File: src/rtl/conv_output_framer.sv
// rtl/conv_output_framer.sv - keeps valid convolution results, tags sof/eol/eof, buffers them in a ready/valid FIFO
module conv_output_framer #(
  parameter int WORD_SIZE  = 8,
  parameter int ROW_SIZE   = 540,
  parameter int NUM_ROWS   = 540,
  parameter int KERNEL_DIM = 3,
  parameter int LATENCY    = 2*ROW_SIZE+7,
  parameter int FIFO_DEPTH = 16
) (
  input  logic                 clk,
  input  logic                 rst_n,
  input  logic                 start,
  input  logic [WORD_SIZE-1:0] in_pixel,
  output logic [WORD_SIZE-1:0] out_pixel,
  output logic                 out_valid,
  input  logic                 out_ready,
  output logic                 out_sof,
  output logic                 out_eol,
  output logic                 out_eof,
  output logic                 busy,
  output logic                 frame_done,
  output logic                 overflow
);

  localparam int AW = $clog2(FIFO_DEPTH);
  localparam int CW = (ROW_SIZE > 1) ? $clog2(ROW_SIZE) : 1;
  localparam int RW = (NUM_ROWS > 1) ? $clog2(NUM_ROWS) : 1;
  localparam int LW = $clog2(LATENCY + 1);
  localparam int EW = WORD_SIZE + 3;

  localparam logic [CW-1:0] COL_LAST  = CW'(ROW_SIZE - 1);
  localparam logic [CW-1:0] COL_KEEP  = CW'(ROW_SIZE - KERNEL_DIM);
  localparam logic [RW-1:0] ROW_LAST  = RW'(NUM_ROWS - KERNEL_DIM);
  localparam logic [LW-1:0] SKIP_LAST = LW'(LATENCY - 1);

  typedef enum logic [1:0] {IDLE, SKIP, STREAM, DRAIN} state_t;

  state_t          state, state_nxt;
  logic [LW-1:0]   skip_cnt;
  logic [CW-1:0]   col;
  logic [RW-1:0]   row;
  logic [AW:0]     wr_ptr, rd_ptr;
  logic [EW-1:0]   mem [FIFO_DEPTH];
  logic [EW-1:0]   head;

  logic fifo_empty, fifo_full;
  logic start_ok, keep, push_req, push, pop, drop, stream_end;
  logic sof, eol, eof;

  assign fifo_empty = (wr_ptr == rd_ptr);
  assign fifo_full  = (wr_ptr[AW] != rd_ptr[AW]) && (wr_ptr[AW-1:0] == rd_ptr[AW-1:0]);

  assign start_ok   = (state == IDLE) && start;
  assign keep       = (col <= COL_KEEP);
  assign push_req   = (state == STREAM) && keep;
  assign pop        = !fifo_empty && out_ready;
  // A full FIFO still accepts when the head leaves in the same cycle.
  assign push       = push_req && (!fifo_full || pop);
  assign drop       = push_req && fifo_full && !pop;
  assign stream_end = (state == STREAM) && (col == COL_LAST) && (row == ROW_LAST);

  assign sof = (row == '0) && (col == '0);
  assign eol = (col == COL_KEEP);
  assign eof = eol && (row == ROW_LAST);

  always_comb begin
    state_nxt  = state;
    frame_done = 1'b0;
    case (state)
      IDLE:   if (start) state_nxt = SKIP;
      SKIP:   if (skip_cnt == SKIP_LAST) state_nxt = STREAM;
      STREAM: if (stream_end) state_nxt = DRAIN;
      DRAIN: begin
        if (fifo_empty) begin
          state_nxt  = IDLE;
          frame_done = 1'b1;
        end
      end
      default: state_nxt = IDLE;
    endcase
  end

  always_ff @(posedge clk or negedge rst_n) begin
    if (!rst_n) begin
      state <= IDLE;
    end else begin
      state <= state_nxt;
    end
  end

  // skip_cnt holds the current cycle number since start; the start cycle itself is 0.
  always_ff @(posedge clk or negedge rst_n) begin
    if (!rst_n) begin
      skip_cnt <= '0;
      col      <= '0;
      row      <= '0;
    end else if (start_ok) begin
      skip_cnt <= LW'(1);
      col      <= '0;
      row      <= '0;
    end else if (state == SKIP) begin
      skip_cnt <= skip_cnt + LW'(1);
    end else if (state == STREAM) begin
      if (col == COL_LAST) begin
        col <= '0;
        row <= row + RW'(1);
      end else begin
        col <= col + CW'(1);
      end
    end
  end

  always_ff @(posedge clk or negedge rst_n) begin
    if (!rst_n) begin
      overflow <= 1'b0;
    end else if (start_ok) begin
      overflow <= 1'b0;
    end else if (drop) begin
      overflow <= 1'b1;
    end
  end

  always_ff @(posedge clk or negedge rst_n) begin
    if (!rst_n) begin
      wr_ptr <= '0;
      rd_ptr <= '0;
    end else begin
      if (push) wr_ptr <= wr_ptr + (AW+1)'(1);
      if (pop)  rd_ptr <= rd_ptr + (AW+1)'(1);
    end
  end

  always_ff @(posedge clk) begin
    if (push) mem[wr_ptr[AW-1:0]] <= {eof, eol, sof, in_pixel};
  end

  assign head      = mem[rd_ptr[AW-1:0]];
  assign out_valid = !fifo_empty;
  assign out_pixel = out_valid ? head[WORD_SIZE-1:0] : '0;
  assign out_sof   = out_valid & head[WORD_SIZE];
  assign out_eol   = out_valid & head[WORD_SIZE+1];
  assign out_eof   = out_valid & head[WORD_SIZE+2];
  assign busy      = (state != IDLE);

endmodule

File: config.mk
export PLATFORM = sky130hd
export DESIGN_NAME = conv_output_framer
export DESIGN_NICKNAME = d
export VERILOG_FILES = /design/src/rtl/conv_output_framer.sv
export SDC_FILE = /design/constraint.sdc
export NUM_CORES = 1
export LEC_CHECK = 0
export BUFFER_PORTS_ARGS = -buffer_cell sky130_fd_sc_hd__buf_2
export CAP_MARGIN = 20
export CORE_MARGIN = 4
export CORE_UTILIZATION = 50
export DETAILED_ROUTE_END_ITERATION = 7
export GPL_ROUTABILITY_DRIVEN = 0
export PLACE_DENSITY_LB_ADDON = 0.25
export SLEW_MARGIN = 20
export SYNTH_ARGS = -nofsm -noshare
export SYNTH_HDL_FRONTEND = slang
export SYNTH_SLANG_ARGS = --single-unit
File: constraint.sdc
create_clock -name clk -period 2.6 [get_ports clk]
set_input_delay 0.52 -clock clk [delete_from_list [all_inputs] [get_ports clk]]
set_output_delay 0.52 -clock clk [all_outputs]
set_load 0.02 [all_outputs]
# Word-level counts from Yosys, hierarchy flattened
# Memory sizes are Yosys's and may differ from the RTL's.
# Cells that the tools add are included.
[totals] regBits=44 ramBits=176 in_bits=12 output_inout_bits=15 word_cells=80 mem_count=1
[memory_table] name="mem" words=16 word_bits=11 read_ports=1 rd_clocked_by_memory_dff=0 write_ports=1 line_no="43" source="logic [EW-1:0] mem [FIFO_DEPTH];"
[classes] n_addsub=5 n_lt_le_gt_ge=1 eq_ne=15 muxes=22 bitwise_logic=3 reduce_logical=26
[op_table] cell="2-to-1 mux 10 bit" count=8
[op_table] cell="== test 10 bit (second input constant)" count=3
[op_table] cell="2-to-1 mux 11 bit" count=2
[op_table] cell="adder 10 x 1 -> 10 bit (second input constant)" count=2
[op_table] cell="logical NOT 10 bit" count=2
[op_table] cell="adder 11 x 1 -> 11 bit (second input constant)" count=1
[op_table] cell="== test 11 bit (second input constant)" count=1
[op_table] cell="logical AND 1 bit" count=11
[op_table] cell="adder 5 x 1 -> 5 bit (second input constant)" count=2
[op_table] cell="less-or-equal comparator 10 bit (second input constant)" count=1
[op_table] cell="!= test 2 bit (second input constant)" count=5
[op_table] cell="nonzero test 2 bit" count=5
[op_table] cell="2-to-1 mux 2 bit" count=4
[op_table] cell="2-to-1 mux 8 bit" count=1
[op_table] cell="one-hot mux 2 bit (4 select lines)" count=1
[op_table] cell="2-to-1 mux 1 bit" count=6
[op_table] cell="== test 5 bit" count=1
[op_table] cell="== test 2 bit (second input constant)" count=2
[op_table] cell="== test 4 bit" count=1
[op_table] cell="AND reduction 4 bit" count=1
[op_table] cell="AND 1 bit" count=3
[op_table] cell="logical NOT 1 bit" count=3
[op_table] cell="AND reduction 3 bit" count=1
[op_table] cell="== test 2 x 1 -> 1 bit (second input constant)" count=1
[op_table] cell="4 further kinds" count=4

# Depth between registers and ports, before layout
[depth] ltp_word=7 mapped_depth=8 ltp_nobuf=7

# Least setup slack after synthesis
# No wires, ideal clock.
[synth_timing] kind="register to register" from="register col[7]" to="memory mem[3][0] in the netlist's numbering, enable pin" arrival_ns=2.302 t_required_ns=2.207 setup_slack_ns=-0.095 path_stages_with_launch=6 path_buffers=0 period_less_slack_ns=2.695 path_cell_list="dfrtp_1 or4_4 o21ai_1 o311a_2 nand3_1 nor3_1"
[synth_between] elab_chain_len=5
[synth_rtl] element="start, declared" line_no="40" source="logic [CW-1:0] col;"
[synth_rtl] element="start signal, assigned" line_no="108" source="col <= col + CW'(1);"
[synth_rtl] element="less-or-equal comparator 10 bit" line_no="54" source="assign keep = (col <= COL_KEEP);"
[synth_rtl] element="logical AND 1 bit" line_no="55" source="assign push_req = (state == STREAM) && keep;"
[synth_rtl] element="logical AND 1 bit" line_no="58" source="assign push = push_req && (!fifo_full || pop);"
[synth_rtl] element="2-to-1 mux 1 bit" line_no="134" source="if (push) mem[wr_ptr[AW-1:0]] <= {eof, eol, sof, in_pixel};"
[synth_rtl] element="2-to-1 mux 1 bit (not written as such)" line_no="134"
[synth_rtl] element="end, declared" line_no="43"
# Every way passes these cells.

# Worst setup path after layout
[layout_timing] from="register rd_ptr[0]" to="output out_pixel[2]"
[layout_between] elab_chain_len=2
[layout_rtl] element="start, declared" line_no="42" source="logic [AW:0] wr_ptr, rd_ptr;"
[layout_rtl] element="start signal, assigned" line_no="129" source="if (pop) rd_ptr <= rd_ptr + (AW+1)'(1);"
[layout_rtl] element="memory read (16 x 11 bit) / == test 5 bit (equally long branches)"
[layout_rtl] element="2-to-1 mux 8 bit *" line_no="139" source="assign out_pixel = out_valid ? head[WORD_SIZE-1:0] : '0;"
[layout_rtl] element="end, declared" line_no="14" source="output logic [WORD_SIZE-1:0] out_pixel,"
# Mark *: on every way between the ends. The rest lies on a longest branch, timed or not.

==> metrics.yaml <==
floorplanning:
  initial_core_util: 0.515
  rows: 49
  dieArea_sq_um: 20900
  die_w_microns: 145
  fp.dieH_microns: 145
  core_sq_um: 18100
  top_level_ports: 27
critical_path:
  ff2ff_path_depth: 6
  path_common_cell: "buf_12"
  max_stage_delay_ns: 0.54
  end_kind: "output port"
  cp.arrival_ns: 2.36
  required_ns: 2.08
  r2r_setup_slack_ns: 0.17
  worstSetupStartpoint: "rd_ptr[0]"
  critPathKind: "register to output port"
  cp_slowest_cell: "mux4_2"
  r2r_start: "col[7]"
  startpoint_type: "register"
  rr_endpoint: "mem[4][4]"
  cp_cell_sequence: "buf_12, buf_12, buf_16, mux4_2, mux2i_4, a211oi_2, buf_4"
  crit_end: "out_pixel[2]"
  crit_path_max_fanout: 6
place:
  hpwl_microns: 11800
  port_buffers: 26
  placed_cells: 825
cells_and_area:
  nNetsFinal: 667
  most-common-layout-cells: "edfxtp_1, mux4_2, nor2_1, dfrtp_1, buf_4"
  drive_gt1_frac: 0.273
  layout.cells.non_filler: 882
  area_growth_pct: 18.3
  final_common_cell: "edfxtp_1"
  fin_util: 0.609
  diodes: 0
detailed_routing:
  vias: 5176
  ant_nets: 0
  viasPerCell: 5.87
  drc: 0
  wl_per_cell_microns: 21.7
  drt-total-wl_microns: 19100
  drt_iter0_markers: 332
  drt_first_pass_iters: 4
clock_tree:
  clock_sinks: 220
  insertion_delay_ns: 0.51
  cts_tree: "built"
  clkTransAtPathRegs_ns: 0.06
  htreeDepth: 1
  cts_buffer_depth: 3
  cts-root-buf: "clkbuf_16"
  cts_inserted_buffers: 23
timing:
  fin_ws_ns: -0.285
  min_period_ns: 2.88
  finalHoldViolations: 0
  rsz0062_at_grt: "yes"
  maxSlewHeadroom: 0.584
  setup_tns_ns: -2.53
  fmax_ghz: 0.347
  period_share: 1.11
  worst_pin_slew_ns: 0.622
  clock_skew_ns: 0.00819
  drv_slew: 0
  setup_violations: 12
pwr:
  p_leak_nw: 3.95
  peakVddDrop_mv: 0.593
  p_total_mw: 11.9
  power_density_nw_per_um2: 1080
synth:
  ys_types: 49
  synth_async_sr_flop_share: 0.200
  seq_area_frac_synth: 0.684
  netlist_area_sq_um: 9340
  synth_fp_nets: 594
  ys_seq_elements: 220
  synth_edf_count: 176
  syn_inst: 563
  avgSynthCellArea_sq_um: 16.6
  synth_ff_type: "edfxtp_1"
  yosys_warnings: 0
run:
  drv_cap: 0
hold_path:
  hold_depth: 3
  holdCritPathClass: "primary input to register"
status:
  violations: "negative setup slack"
  status: "finished with violations"
grt:
  gr-total-overflow: 0
  grt_max_degree: 45
  grt_pass1_wl_microns: 30200
  grt_usage: 0.191
  antenna_found_initial: 0
  grt_pass1_vias: 5325
-- timing repair --
item                                    in CTS  in global routing
endpoints found under the setup margin      11                 13
gates resized for setup                     21                 16
hold buffers                                 0                  1
buffers inserted                             5                  7
pin swaps                                   11                  7
hold endpoints to repair                     0                 14
gates cloned                                 3                  0
-- worst max-delay path: cells and delay by family (launching register included) --
| kind | cells | cell delay, ns |
|---|---|---|
| multiplexers | 2 | 0.75 |
| buffers and inverters | 4 | 0.55 |
| flip-flops | 1 | 0.43 |
| AO/OA/AOI/OAI | 1 | 0.12 |
-- cells in the mapped netlist, types with 2 or more instances --
| cell type | n | area share |
|---|---|---|
| and3_1 | 10 | 0.0067 |
| mux4_2 | 44 | 0.11 |
| buf_2 | 7 | 0.0037 |
| and4b_1 | 3 | 0.0032 |
| nor3b_1 | 2 | 0.0016 |
| nor3_1 | 13 | 0.0070 |
| dfrtp_1 | 44 | 0.12 |
| nor4_1 | 3 | 0.0020 |
| a21oi_1 | 5 | 0.0027 |
| mux2i_1 | 12 | 0.013 |
| inv_1 | 11 | 0.0044 |
| xor2_1 | 12 | 0.011 |
| buf_4 | 4 | 0.0032 |
| xnor2_1 | 25 | 0.023 |
| a211oi_1 | 22 | 0.018 |
| or3_1 | 4 | 0.0027 |
| nand2b_1 | 3 | 0.0020 |
| edfxtp_1 | 176 | 0.57 |
| and3_2 | 2 | 0.0016 |
| and4_1 | 3 | 0.0028 |
| and2_1 | 4 | 0.0027 |
| nand4_1 | 8 | 0.0054 |
| nor2_1 | 42 | 0.017 |
| o21ai_0 | 4 | 0.0021 |
| nand2_1 | 13 | 0.0052 |
| nor2b_1 | 12 | 0.0080 |
| ha_1 | 19 | 0.025 |
| clkbuf_1 | 14 | 0.0056 |
| o21ai_1 | 2 | 0.0011 |
| nand3_1 | 21 | 0.011 |
-- through the flow --
| step | hold slack (ns) | area [sq um] | worst slack [ns] |
|---|---|---|---|
| after global routing | 0.325 | 11100 | -0.366 |
| after floorplan | 0.224 | 9360 | 0.132 |
| after CTS | 0.194 | 10900 | -0.316 |
| after detailed placement | 0.477 | 10000 | 0.148 |
| final | 0.302 | 11100 | -0.285 |
| after global placement | 0.470 | 10000 | 0.153 |
-- where the power goes --
part	total, mW	leakage (nW)	switching, mW	internal (mW)
clock network	2.89	0.328	1.25	1.64
logic	4.45	1.47	2.31	2.14
registers	4.59	2.15	0.316	4.27
total	11.9	3.95	3.88	8.06
-- registers in the layout, indices dropped and copies added (netlist names) --
register  count
col          10
row          10
state         2
overflow      1
mem         176
skip_cnt     11
wr_ptr        5
rd_ptr        5
-- how the worst min path moves through the flow --
stage | slack (ns) | end | startpoint
global route | 0.33 | skip_cnt[0] | start
finish | 0.30 | skip_cnt[0] | start
detailed placement | 0.48 | overflow | overflow
floorplan | 0.22 | col[0] | rst_n
global placement | 0.47 | overflow | overflow
CTS | 0.19 | row[4] | rst_n
-- layout make-up --
type	instances	area [sq um]
multi-input combinational	305	2900
fill	1370	7100
clock buffer	30	602
sequential	220	6390
tap	229	287
clock inverter	12	66.3
inverter	12	45.0
timing repair buffer	74	761
-- metal layers --
metal	GRT usage	routed length, microns	up-vias
li1	-	-	2348
met1	0.246	7650	2655
met2	0.345	10200	145
met3	0.0296	965	28
met4	0.0447	359	0
met5	0	0	-
-- logic make-up (layout without fill, tap and decap cells) --
group / count (synthesis) / count (layout) / share of synthesized area
xor gates and xnor gates: 37 / 37 / 0.0347
DFF: 220 / 220 / 0.684
buffers and inverters: 38 / 128 / 0.0178
and+or+nand+nor: 150 / 150 / 0.0857
adders and majority gates: 19 / 19 / 0.0254
muxes: 58 / 58 / 0.122
AOI/OAI and AO/OA: 41 / 41 / 0.0309
Note: power is estimated with default switching activity, not from simulation.
